File: src/rtl/uart_rx_pkg.sv
// Shared types and constants for the UART RX frame controller.
// The optional parity path is selected with the UART_RX_PARITY_EN macro.
package uart_rx_pkg;

    typedef enum logic [2:0] {
        ST_IDLE   = 3'd0,
        ST_START  = 3'd1,
        ST_DATA   = 3'd2,
        ST_PARITY = 3'd3,
        ST_STOP   = 3'd4,
        ST_DONE   = 3'd5
    } uart_rx_state_t;

    localparam logic [5:0] PRESCALE_X8  = 6'd8;
    localparam logic [5:0] PRESCALE_X16 = 6'd16;
    localparam logic [5:0] PRESCALE_X32 = 6'd32;

    // Bit index DATA_WIDTH+2 (the stop bit) must fit the 4-bit bit counter.
    localparam int DATA_WIDTH_MIN = 5;
    localparam int DATA_WIDTH_MAX = 13;

    function automatic bit data_width_ok(input int dw);
        return (dw >= DATA_WIDTH_MIN) && (dw <= DATA_WIDTH_MAX);
    endfunction

    function automatic bit prescale_ok(input logic [5:0] p);
        return (p == PRESCALE_X8) || (p == PRESCALE_X16) || (p == PRESCALE_X32);
    endfunction

endpackage

File: src/rtl/uart_rx_strobe_dec.sv
// Bit-position comparators and per-state check/shift strobe decode.
// The three majority samples sit at Prescale/2-1..Prescale/2+1, so chk_pt is the edge after them.
module uart_rx_strobe_dec
    import uart_rx_pkg::*;
(
    input  uart_rx_state_t state_i,
    input  logic [5:0]     prescale_i,
    input  logic [5:0]     edge_cnt_i,
    output logic           bit_end_o,
    output logic           chk_pt_o,
    output logic           strt_chk_en_o,
    output logic           deser_en_o,
    output logic           par_chk_en_o,
    output logic           stp_chk_en_o
);

    assign bit_end_o = (edge_cnt_i == (prescale_i - 6'd1));
    assign chk_pt_o  = (edge_cnt_i == ((prescale_i >> 1) + 6'd2));

    assign strt_chk_en_o = chk_pt_o && (state_i == ST_START);
    assign deser_en_o    = chk_pt_o && (state_i == ST_DATA);
    assign par_chk_en_o  = chk_pt_o && (state_i == ST_PARITY);
    assign stp_chk_en_o  = chk_pt_o && (state_i == ST_STOP);

endmodule

File: src/rtl/uart_rx_ctrl.sv
// UART RX frame controller: start detect, counter sequencing, strobes, frame status.
// Parity support (PARITY state, par_chk_en, par_error) exists only with UART_RX_PARITY_EN defined.
module uart_rx_ctrl
    import uart_rx_pkg::*;
#(
    parameter int DATA_WIDTH = 8
) (
    input  logic       CLK,
    input  logic       RST,
    input  logic       RX_IN,
    input  logic       PAR_EN,
    input  logic [5:0] Prescale,
    input  logic [3:0] bit_cnt,
    input  logic [5:0] edge_cnt,
    input  logic       strt_glitch,
    input  logic       par_err,
    input  logic       stp_err,
    output logic       edge_bit_en,
    output logic       dat_samp_en,
    output logic       deser_en,
    output logic       strt_chk_en,
    output logic       par_chk_en,
    output logic       stp_chk_en,
    output logic       data_valid,
    output logic       par_error,
    output logic       stop_error,
    output logic       busy
);

    if (!data_width_ok(DATA_WIDTH)) begin : g_dw_check
        $error("uart_rx_ctrl: DATA_WIDTH %0d out of range", DATA_WIDTH);
    end

    uart_rx_state_t state_q, state_d;
    logic bit_end, chk_pt, par_chk_dec, last_data, par_on, stop_done;
    logic data_valid_q, data_valid_d;
    logic stop_error_q, stop_error_d;
    logic par_flag;

    uart_rx_strobe_dec u_strobe_dec (
        .state_i       (state_q),
        .prescale_i    (Prescale),
        .edge_cnt_i    (edge_cnt),
        .bit_end_o     (bit_end),
        .chk_pt_o      (chk_pt),
        .strt_chk_en_o (strt_chk_en),
        .deser_en_o    (deser_en),
        .par_chk_en_o  (par_chk_dec),
        .stp_chk_en_o  (stp_chk_en)
    );

    assign last_data = (bit_cnt == 4'(DATA_WIDTH));
    assign stop_done = stp_chk_en;

`ifdef UART_RX_PARITY_EN
    logic par_sticky_q, par_sticky_d;
    logic par_error_q, par_error_d;

    assign par_on     = PAR_EN;
    assign par_chk_en = par_chk_dec;
    assign par_flag   = par_sticky_q;
    assign par_error  = par_error_q;

    // Sticky flag starts clean at every START entry, including DONE->START.
    always_comb begin
        par_sticky_d = par_sticky_q;
        if (state_d == ST_START && state_q != ST_START)
            par_sticky_d = 1'b0;
        else if (par_chk_en && par_err)
            par_sticky_d = 1'b1;
        par_error_d = stop_done ? par_sticky_q : par_error_q;
    end

    always_ff @(posedge CLK or posedge RST) begin
        if (RST) begin
            par_sticky_q <= 1'b0;
            par_error_q  <= 1'b0;
        end else begin
            par_sticky_q <= par_sticky_d;
            par_error_q  <= par_error_d;
        end
    end
`else
    logic unused_par;
    assign unused_par = ^{PAR_EN, par_err, par_chk_dec};
    assign par_on     = 1'b0;
    assign par_chk_en = 1'b0;
    assign par_flag   = 1'b0;
    assign par_error  = 1'b0;
`endif

    always_comb begin
        state_d = state_q;
        unique case (state_q)
            ST_IDLE:   if (!RX_IN) state_d = ST_START;
            ST_START: begin
                if (chk_pt && strt_glitch) state_d = ST_IDLE;
                else if (bit_end)          state_d = ST_DATA;
            end
            ST_DATA:   if (bit_end && last_data) state_d = par_on ? ST_PARITY : ST_STOP;
            ST_PARITY: if (bit_end) state_d = ST_STOP;
            ST_STOP:   if (chk_pt)  state_d = ST_DONE;
            ST_DONE:   state_d = RX_IN ? ST_IDLE : ST_START;
            default:   state_d = ST_IDLE;
        endcase
    end

    always_comb begin
        data_valid_d = stop_done && !(par_flag || stp_err);
        stop_error_d = stop_done ? stp_err : stop_error_q;
    end

    always_ff @(posedge CLK or posedge RST) begin
        if (RST) begin
            state_q      <= ST_IDLE;
            data_valid_q <= 1'b0;
            stop_error_q <= 1'b0;
        end else begin
            state_q      <= state_d;
            data_valid_q <= data_valid_d;
            stop_error_q <= stop_error_d;
        end
    end

    assign edge_bit_en = (state_q == ST_START) || (state_q == ST_DATA) ||
                         (state_q == ST_PARITY) || (state_q == ST_STOP);
    assign dat_samp_en = edge_bit_en;
    assign busy        = (state_q != ST_IDLE);
    assign data_valid  = data_valid_q;
    assign stop_error  = stop_error_q;

endmodule

File: config.mk
export PLATFORM = sky130hd
export DESIGN_NAME = uart_rx_ctrl
export DESIGN_NICKNAME = d
export VERILOG_FILES = /design/src/rtl/uart_rx_pkg.sv /design/src/rtl/uart_rx_strobe_dec.sv /design/src/rtl/uart_rx_ctrl.sv
export SDC_FILE = /design/constraint.sdc
export NUM_CORES = 1
export LEC_CHECK = 0
export ABC_AREA = 1
export CORE_MARGIN = 2
export CORE_UTILIZATION = 43
export DETAILED_ROUTE_END_ITERATION = 6
export GPL_ROUTABILITY_DRIVEN = 0
export GPL_TIMING_DRIVEN = 0
export PLACE_DENSITY = 0.8
export SLEW_MARGIN = 20
export SYNTH_ARGS = -nofsm -noshare
export SYNTH_HDL_FRONTEND = slang
export SYNTH_HIERARCHICAL = 1
export SYNTH_SLANG_ARGS = --single-unit
File: constraint.sdc
create_clock -name CLK -period 1.84 [get_ports CLK]
set_input_delay 0.368 -clock CLK [delete_from_list [all_inputs] [get_ports CLK]]
set_output_delay 0.368 -clock CLK [all_outputs]
set_load 0.02 [all_outputs]
==> results of run 1 <==
[repair_timing]
action / CTS / global route
hold endpoints to repair: 0 / 0
setup endpoints to repair: 11 / 9
cloned: 0 / 0
gates resized for setup: 66 / 17
pin swaps: 9 / 6
setup buffers: 7 / 2
hold buffers: 0 / 0
[area by class of cell]
cell class,count,area [um2]
multi-input cells,109,637
inverters,29,119
flip-flops and latches,5,129
clock buffers,4,26.3
fillers,144,437
repair buffers,37,344
well taps,25,31.3
plain buffers,3,22.5
[worst max path at each step]
stage,cells after the start,startpoint,to,slack [ns]
global route,9,Prescale[2],strt_chk_en,-0.05
finish,9,Prescale[2],deser_en,-0.002
detailed placement,9,Prescale[2],stp_chk_en,-1.29
CTS,9,Prescale[3],stp_chk_en,-0.01
floorplan,7,Prescale[2],stp_chk_en,0.007
global placement,9,Prescale[2],stp_chk_en,-1.25
[report_power, final]
group / internal (mW) / total (mW) / switching, mW
clock: 0.0818 / 0.124 / 0.0419
combinational: 0.310 / 0.709 / 0.399
sequential: 0.148 / 0.217 / 0.0683
[stage by stage]
step,TNS [ns],instances
global placement,-7.10,199
global route,-0.175,212
finish,-0.00181,212
CTS,-0.0128,210
floorplan,0,146
detailed placement,-7.66,199
[sequential cells by signal (all words and copies together), names as in the netlist]
| register | count |
|---|---|
| state_q | 3 |
| data_valid | 1 |
| stop_error | 1 |
[routing by layer]
layer  up-vias  share of wire
met5         -              0
met4         0          0.023
met3         7          0.059
met2        48           0.55
met1       470           0.37
li1        518              -
==> run_results.csv, run 1 <==
group,metric,value,unit
global_route,groute.usage.overall,0.222,
timing,grt_setup_unrepaired,"yes",
place,dp_hpwl,1460,um
timing,max_freq,0.543,GHz
setup_path,r2r_cells,8,
routing,num_vias,1043,
setup_path,timing.rr.end,"stop_error",
floorplan,die_h,47.2,um
clocking,clock_path_buffers,2,
timing,fin_crit,1.84,ns
routing,drtIter0Drc,39,
logic_synthesis,syn-cell-area,802,um2
global_route,use_met1,0.236,
floorplan,die_width,47.2,um
power_and_ir_drop,powerDensity,802,nW/um2
flow_run,maxCapViolations,0,
clocking,htree_levels,1,
routing,postRouteAntennaNets,0,
global_route,overflow,0,
global_route,met3_usage,0.0269,
routing,drc,0,
setup_path,worstPathCellList,"buf_12 > inv_8 > ha_4 > xnor2_2 > nand3_1 > nor2_1 > nand2_2 > nor2_1 > buf_4",
floorplan,io-pin-count,33,
clocking,clock-sinks,5,
global_route,grt_max_degree,9,
global_route,grt_antenna_before_repair,0,
finish,drive_gt1_frac,0.267,
power_and_ir_drop,total_power,1.05,mW
floorplan,die_area,2230,um2
floorplan,core,1750,um2
clocking,cts_buffers,3,
place,placed_cell_area,1120,um2
run_status,violations,"setup timing",
logic_synthesis,ys_warn_count,6,
clocking,root_buffer,"clkbuf_4",
global_route,grt_use_met2,0.447,
finish,layout_common_cells,"42 x nand2_1, 24 x inv_1, 18 x nand3_1",
finish,final_common_cell,"nand2_1",
power_and_ir_drop,ir_worst_vdd,0.492,mV
global_route,grt_pass1_wl,3550,um
hold_path,hp-class,"input pin to async pin",
timing,finalCritPeriodShare,1.00,
timing,setup_viol,2,
setup_path,timing.rr.start,"state_q[1]",
timing,fin_skew,0.000553,ns
logic_synthesis,syn-instance-count,145,
global_route,grt.busiest_layer,"met2",
setup_path,path_buf_inv,3,
global_route,grt_pass1_vias,930,
logic_synthesis,synth.avg_cell_area,5.53,um2
run_status,status,"finished with violations",
finish,final_cell_area,1310,um2
timing,drv_slew,0,
setup_path,path_common_cell,"nor2_1",
setup_path,cp.arrival,1.47,ns
floorplan,num_rows,15,
routing,via_per_inst,4.92,
clocking,cts_tree,"built",
routing,wl,2410,um
finish,area_growth,63.2,%
timing,hold_violations,0,
setup_path,cp-start-kind,"input pin",
timing,setup_slack,-0.00159,ns
setup_path,path_class,"input pin to primary output",
routing,wire_per_inst,11.4,um
floorplan,start_util,0.459,
power_and_ir_drop,p_leak,0.704,nW
clocking,cts.clk_slew.worst_paths,0.04,ns
setup_path,cpPeakStageDelay,0.20,ns
routing,drt_pass1_iterations,4,
timing,hold_ws,0.343,ns
setup_path,cpMaxStageDelayCell,"ha_4",
setup_path,regToRegSetupSlack,0.46,ns
setup_path,crit_family,"simple AND/OR/NAND/NOR gates",
place,place_worst_setup_slack,-1.29,ns
setup_path,crit_fanout,4,
place,io_buffers,28,
setup_path,crit_required,1.47,ns
setup_path,crit_path_end_kind,"primary output",
finish,final_nets,215,
clocking,clk_latency,0.24,ns
finish,final_util,0.750,
finish,n_antenna_cell,0,
(Power assumes the default switching activity.)
==> run 2: changes to the inputs <==
--- a/config.mk
+++ b/config.mk
@@ -5,13 +5,11 @@
 export SDC_FILE = /design/constraint.sdc
 export NUM_CORES = 1
 export LEC_CHECK = 0
-export ABC_AREA = 1
 export CORE_MARGIN = 2
-export CORE_UTILIZATION = 43
+export CORE_UTILIZATION = 40
 export DETAILED_ROUTE_END_ITERATION = 6
 export GPL_ROUTABILITY_DRIVEN = 0
-export GPL_TIMING_DRIVEN = 0
-export PLACE_DENSITY = 0.8
+export PLACE_DENSITY = 0.78
 export SLEW_MARGIN = 20
 export SYNTH_ARGS = -nofsm -noshare
 export SYNTH_HDL_FRONTEND = slang
==> run_results.csv, run 2 <==
group,metric,value,unit
run_status,violations,"setup timing",
logic_synthesis,synth.avg_cell_area,8.49,um2
routing,wl_met1,733,um
setup_path,worstPathCellList,"buf_6 > buf_6 > ha_4 > and3b_1 > or3_4 > a21oi_4 > nor2_2 > nand2_1 > a21oi_2 > o311ai_4 > mux2_4",
global_route,grt_pass1_wl,3350,um
place,dp_hpwl,1560,um
logic_synthesis,syn-cell-area,704,um2
place,io_buffers,28,
power_and_ir_drop,ir_worst_vdd,0.452,mV
setup_path,timing.rr.end,"state_q[1]",
finish,n_antenna_cell,0,
clocking,clock-sinks,5,
power_and_ir_drop,seq_power_share,0.173,
setup_path,cp.arrival,2.25,ns
power_and_ir_drop,powerDensity,858,nW/um2
timing,grt_setup_unrepaired,"yes",
global_route,grt_antenna_before_repair,0,
routing,wl_met2,1210,um
floorplan,io-pin-count,33,
routing,top_layer_used,"met4",
power_and_ir_drop,internal-power,624,uW
finish,finalNonFillerCells,156,
global_route,grt_pass1_vias,849,
setup_path,path_common_cell,"buf_6",
routing,drc,0,
finish,largest_reg_flops,3,
routing,via_per_inst,5.09,
finish,layout_common_cells,"30 x buf_4, 12 x xnor2_1, 11 x dlygate4sd2_1",
timing,setup_viol,7,
hold_path,hp-class,"input pin to async pin",
floorplan,num_rows,15,
floorplan,core,1690,um2
timing,finalCritPeriodShare,1.16,
floorplan,die_area,2110,um2
timing,fin_crit,2.14,ns
routing,drt_pass1_iterations,4,
setup_path,r2r_cells,4,
run_status,status,"finished with violations",
setup_path,cp-start-kind,"input pin",
routing,wl,2160,um
global_route,grt_max_degree,9,
clocking,clk_latency,0.24,ns
global_route,overflow,0,
routing,num_vias,794,
power_and_ir_drop,p_clk_frac,0.114,
finish,largest_register,"state_q",
logic_synthesis,ys_warn_count,6,
timing,setup_slack,-0.298,ns
setup_path,crit_required,1.96,ns
routing,drtIter0Drc,4,
finish,final_common_cell,"buf_4",
setup_path,regToRegSetupSlack,0.14,ns
clocking,htree_levels,1,
power_and_ir_drop,p_sw_frac,0.428,
setup_path,crit_start,"Prescale[3]",
timing,max_freq,0.468,GHz
clocking,cts.clk_slew.worst_paths,0.05,ns
timing,hold_violations,0,
setup_path,crit_path_end_kind,"register",
routing,wl_met3,96,um
timing,fin_skew,0.00359,ns
clocking,clock_path_buffers,2,
logic_synthesis,syn-instance-count,83,
clocking,cts_buffers,3,
clocking,root_buffer,"clkbuf_4",
setup_path,path_class,"input pin to register",
setup_path,cpMaxStageDelayCell,"or3_4",
finish,drive_gt1_frac,0.424,
place,place_worst_setup_slack,-1.12,ns
setup_path,worst-path-stages,11,
floorplan,die_width,46.0,um
finish,fillers,134,
flow_run,maxCapViolations,0,
place,dp_cells,147,
setup_path,timing.rr.start,"state_q[2]",
routing,postRouteAntennaNets,0,
setup_path,crit_fanout,4,
power_and_ir_drop,power_frac_comb,0.713,
power_and_ir_drop,p_leak,0.573,nW
finish,area_growth,80.6,%
setup_path,cpPeakStageDelay,0.34,ns
floorplan,start_util,0.417,
timing,drv_slew,0,
floorplan,die_h,46.0,um
routing,wire_per_inst,13.9,um
setup_path,crit_family,"simple AND/OR/NAND/NOR gates",
power_and_ir_drop,p_switching,467,uW
setup_path,path_buf_inv,2,
finish,final_nets,167,
clocking,cts_tree,"built",
global_route,groute.usage.overall,0.222,
==> run 2: how the worst max path moves through the flow <==
stage / to / slack (ns)
after floorplan: state_q[1] / -0.37
after global placement: stp_chk_en / -1.04
after detailed placement: stp_chk_en / -1.12
after CTS: state_q[1] / -0.26
after global routing: state_q[1] / -0.38
final: state_q[1] / -0.30
==> run 2: power groups by stage <==
stage               Sequential, mW  Clock [mW]  Combinational (mW)
CTS                          0.182       0.128               0.742
finish                       0.189       0.124               0.778
floorplan                    0.181           0               0.471
global route                 0.193       0.136               0.841
global placement             0.180           0               0.730
detailed placement           0.183           0               0.748
==> run 2: timing repair <==
item / 4_1_cts / 5_1_grt
resized for setup: 54 / 5
pin swaps: 14 / 2
endpoints found under the setup margin: 11 / 8
hold endpoints to repair: 0 / 0
buffers inserted: 5 / 0
hold buffers: 0 / 0
==> run 2: through the flow <==
step | power (mW) | utilization | TNS [ns] | hold WS [ns] | cell area, um2
2_1_floorplan | 0.652 | - | -1.37 | 0.147 | 731
3_3_place_gp | 0.910 | 0.688 | -6.90 | 0.489 | 1160
3_5_place_dp | 0.931 | 0.688 | -7.51 | 0.496 | 1160
4_1_cts | 1.05 | 0.744 | -1.30 | 0.329 | 1260
5_1_grt | 1.17 | 0.753 | -2.12 | 0.342 | 1270
6_report | 1.09 | 0.753 | -1.41 | 0.328 | 1270
==> run 2: metal layers <==
layer,vias to the layer above,GRT usage
li1,388,-
met1,364,0.203
met2,32,0.444
met3,10,0.0357
met4,0,0.126
met5,-,0
==> run 2: cell type report <==
type,instances,area [um2],share of cell area
clock buffer,4,26.3,0.0206
inverter,6,22.5,0.0177
multi-input combinational,67,596,0.468
sequential,5,125,0.0983
tap,17,21.3,0.0167
timing repair buffer,57,482,0.379
==> run 3: changes to the inputs <==
--- a/config.mk
+++ b/config.mk
@@ -5,10 +5,11 @@
 export SDC_FILE = /design/constraint.sdc
 export NUM_CORES = 1
 export LEC_CHECK = 0
-export CORE_MARGIN = 2
 export CORE_UTILIZATION = 40
+export CTS_CLUSTER_DIAMETER = 30
 export DETAILED_ROUTE_END_ITERATION = 6
 export GPL_ROUTABILITY_DRIVEN = 0
+export GPL_TIMING_DRIVEN = 0
 export PLACE_DENSITY = 0.78
 export SLEW_MARGIN = 20
 export SYNTH_ARGS = -nofsm -noshare
==> run_results.csv, run 3 (synthesized netlist as in run 2, its figures left out) <==
group,metric,value,unit
run_status,status,"finished with violations",
run_status,violations,"DRC, setup timing",
floorplan,num_rows,14,
power_and_ir_drop,power_frac_comb,0.715,
clocking,htree_levels,1,
floorplan,start_util,0.447,
finish,final_util,0.835,
floorplan,die_area,1930,um2
finish,n_antenna_cell,0,
power_and_ir_drop,internal-power,662,uW
routing,drtIter0Drc,9,
power_and_ir_drop,p_clk_frac,0.115,
finish,final_nets,159,
clocking,clk_latency,0.25,ns
timing,finalCritPeriodShare,1.12,
clocking,cts_tree,"built",
finish,drive_gt1_frac,0.504,
clocking,holdBufCountCts,0,
finish,layout_common_cells,"21 x buf_4, 10 x clkdlybuf4s50_1, 9 x xnor2_1",
finish,area_growth,86.9,%
timing,setup_slack,-0.220,ns
power_and_ir_drop,powerDensity,895,nW/um2
global_route,grt_max_degree,10,
finish,largest_reg_flops,3,
power_and_ir_drop,seq_power_share,0.170,
clocking,cts.clk_slew.worst_paths,0.05,ns
place,io_buffers,27,
timing,drv_slew,0,
routing,drt_pass1_iterations,6,
place,dp_cells,127,
clocking,cts_buffers,3,
floorplan,io-pin-count,33,
timing,max_freq,0.485,GHz
setup_path,crit_path_end_kind,"register",
setup_path,r2r_cells,4,
routing,via_per_inst,5.37,
routing,num_vias,790,
global_route,grt_antenna_before_repair,0,
timing,setup_viol,6,
place,place_worst_setup_slack,-1.41,ns
routing,postRouteAntennaNets,0,
routing,wire_per_inst,14.9,um
clocking,clock_path_buffers,2,
power_and_ir_drop,ir_worst_vdd,0.490,mV
timing,hold_violations,0,
flow_run,maxCapViolations,0,
global_route,grt_pass1_vias,776,
global_route,grt_pass1_wl,3180,um
setup_path,cp-start-kind,"input pin",
power_and_ir_drop,p_leak,0.572,nW
timing,fin_crit,2.06,ns
setup_path,crit_fanout,5,
finish,final_common_cell,"buf_4",
clocking,clock-sinks,5,
power_and_ir_drop,p_switching,516,uW
routing,drc,4,
timing,fin_skew,0.00181,ns
global_route,overflow,0,
floorplan,core,1580,um2
clocking,root_buffer,"clkbuf_4",
routing,wl,2190,um
timing,grt_setup_unrepaired,"yes",
global_route,groute.usage.overall,0.222,
setup_path,crit_required,1.98,ns
finish,finalNonFillerCells,147,
hold_path,hp-class,"input pin to async pin",
setup_path,cp.arrival,2.20,ns
finish,largest_register,"state_q",
power_and_ir_drop,total_power,1.18,mW
power_and_ir_drop,p_sw_frac,0.438,
place,dp_hpwl,1220,um
floorplan,die_width,44.0,um
timing,hold_ws,0.311,ns
floorplan,die_h,44.0,um
setup_path,path_class,"input pin to register",
==> run 3: layout make-up <==
class,count,area (um2)
Multi-Input combinational cell,67,672
Timing Repair Buffer,43,389
Fill cell,84,260
Sequential cell,5,129
Buffer,6,52.6
Inverter,6,27.5
Clock buffer,4,26.3
Tap cell,16,20.0
==> run 3: worst paths after layout <==
path	start	to	slack [ns]
setup / recovery	Prescale[2]	state_q[1]	-0.22
hold / removal	RST	stop_error	0.31
setup reg to reg	state_q[2]	state_q[1]	0.18
hold reg to reg	stop_error	stop_error	0.51
max in group asynchronous	RST	state_q[2]	1.34
min in group CLK	stop_error	stop_error	0.51
==> run 3: critical path, stage by stage <==
cell	delay, ns
buf_12	0.11
ha_4	0.16
and3b_1	0.17
or3_4	0.34
a21oi_4	0.19
nor2_2	0.08
nand2_2	0.10
a21oi_2	0.08
o311ai_4	0.27
mux2_4	0.33
==> run 3: routing by layer <==
layer | part of all wire | GRT usage | up-vias
li1 | - | - | 373
met3 | 0.067 | 0.0750 | 6
met1 | 0.35 | 0.249 | 375
met4 | 0.018 | 0.0424 | 0
met5 | 0 | 0 | -
met2 | 0.57 | 0.406 | 36
==> run 3: power groups by stage <==
stage                     Sequential, mW  Clock (mW)  Combinational, mW
after global placement             0.190           0              0.659
after global routing               0.207       0.148              0.896
after CTS                          0.198       0.133              0.745
after floorplan                    0.181           0              0.471
after detailed placement           0.192           0              0.666
final                              0.201       0.136              0.842
==> run 3: repair_timing <==
item                       in CTS  in global routing
pin swaps                      21                  4
buffers inserted               11                  5
hold endpoints to repair        0                  0
resized for setup              84                 10
setup endpoints to repair      11                  9
==> run 3: stage by stage <==
| stage | area, um2 | TNS, ns |
|---|---|---|
| after floorplan | 731 | -1.37 |
| after global placement | 1020 | -8.56 |
| after detailed placement | 1020 | -9.17 |
| after CTS | 1250 | -0.847 |
| after global routing | 1320 | -1.51 |
| final | 1320 | -1.13 |
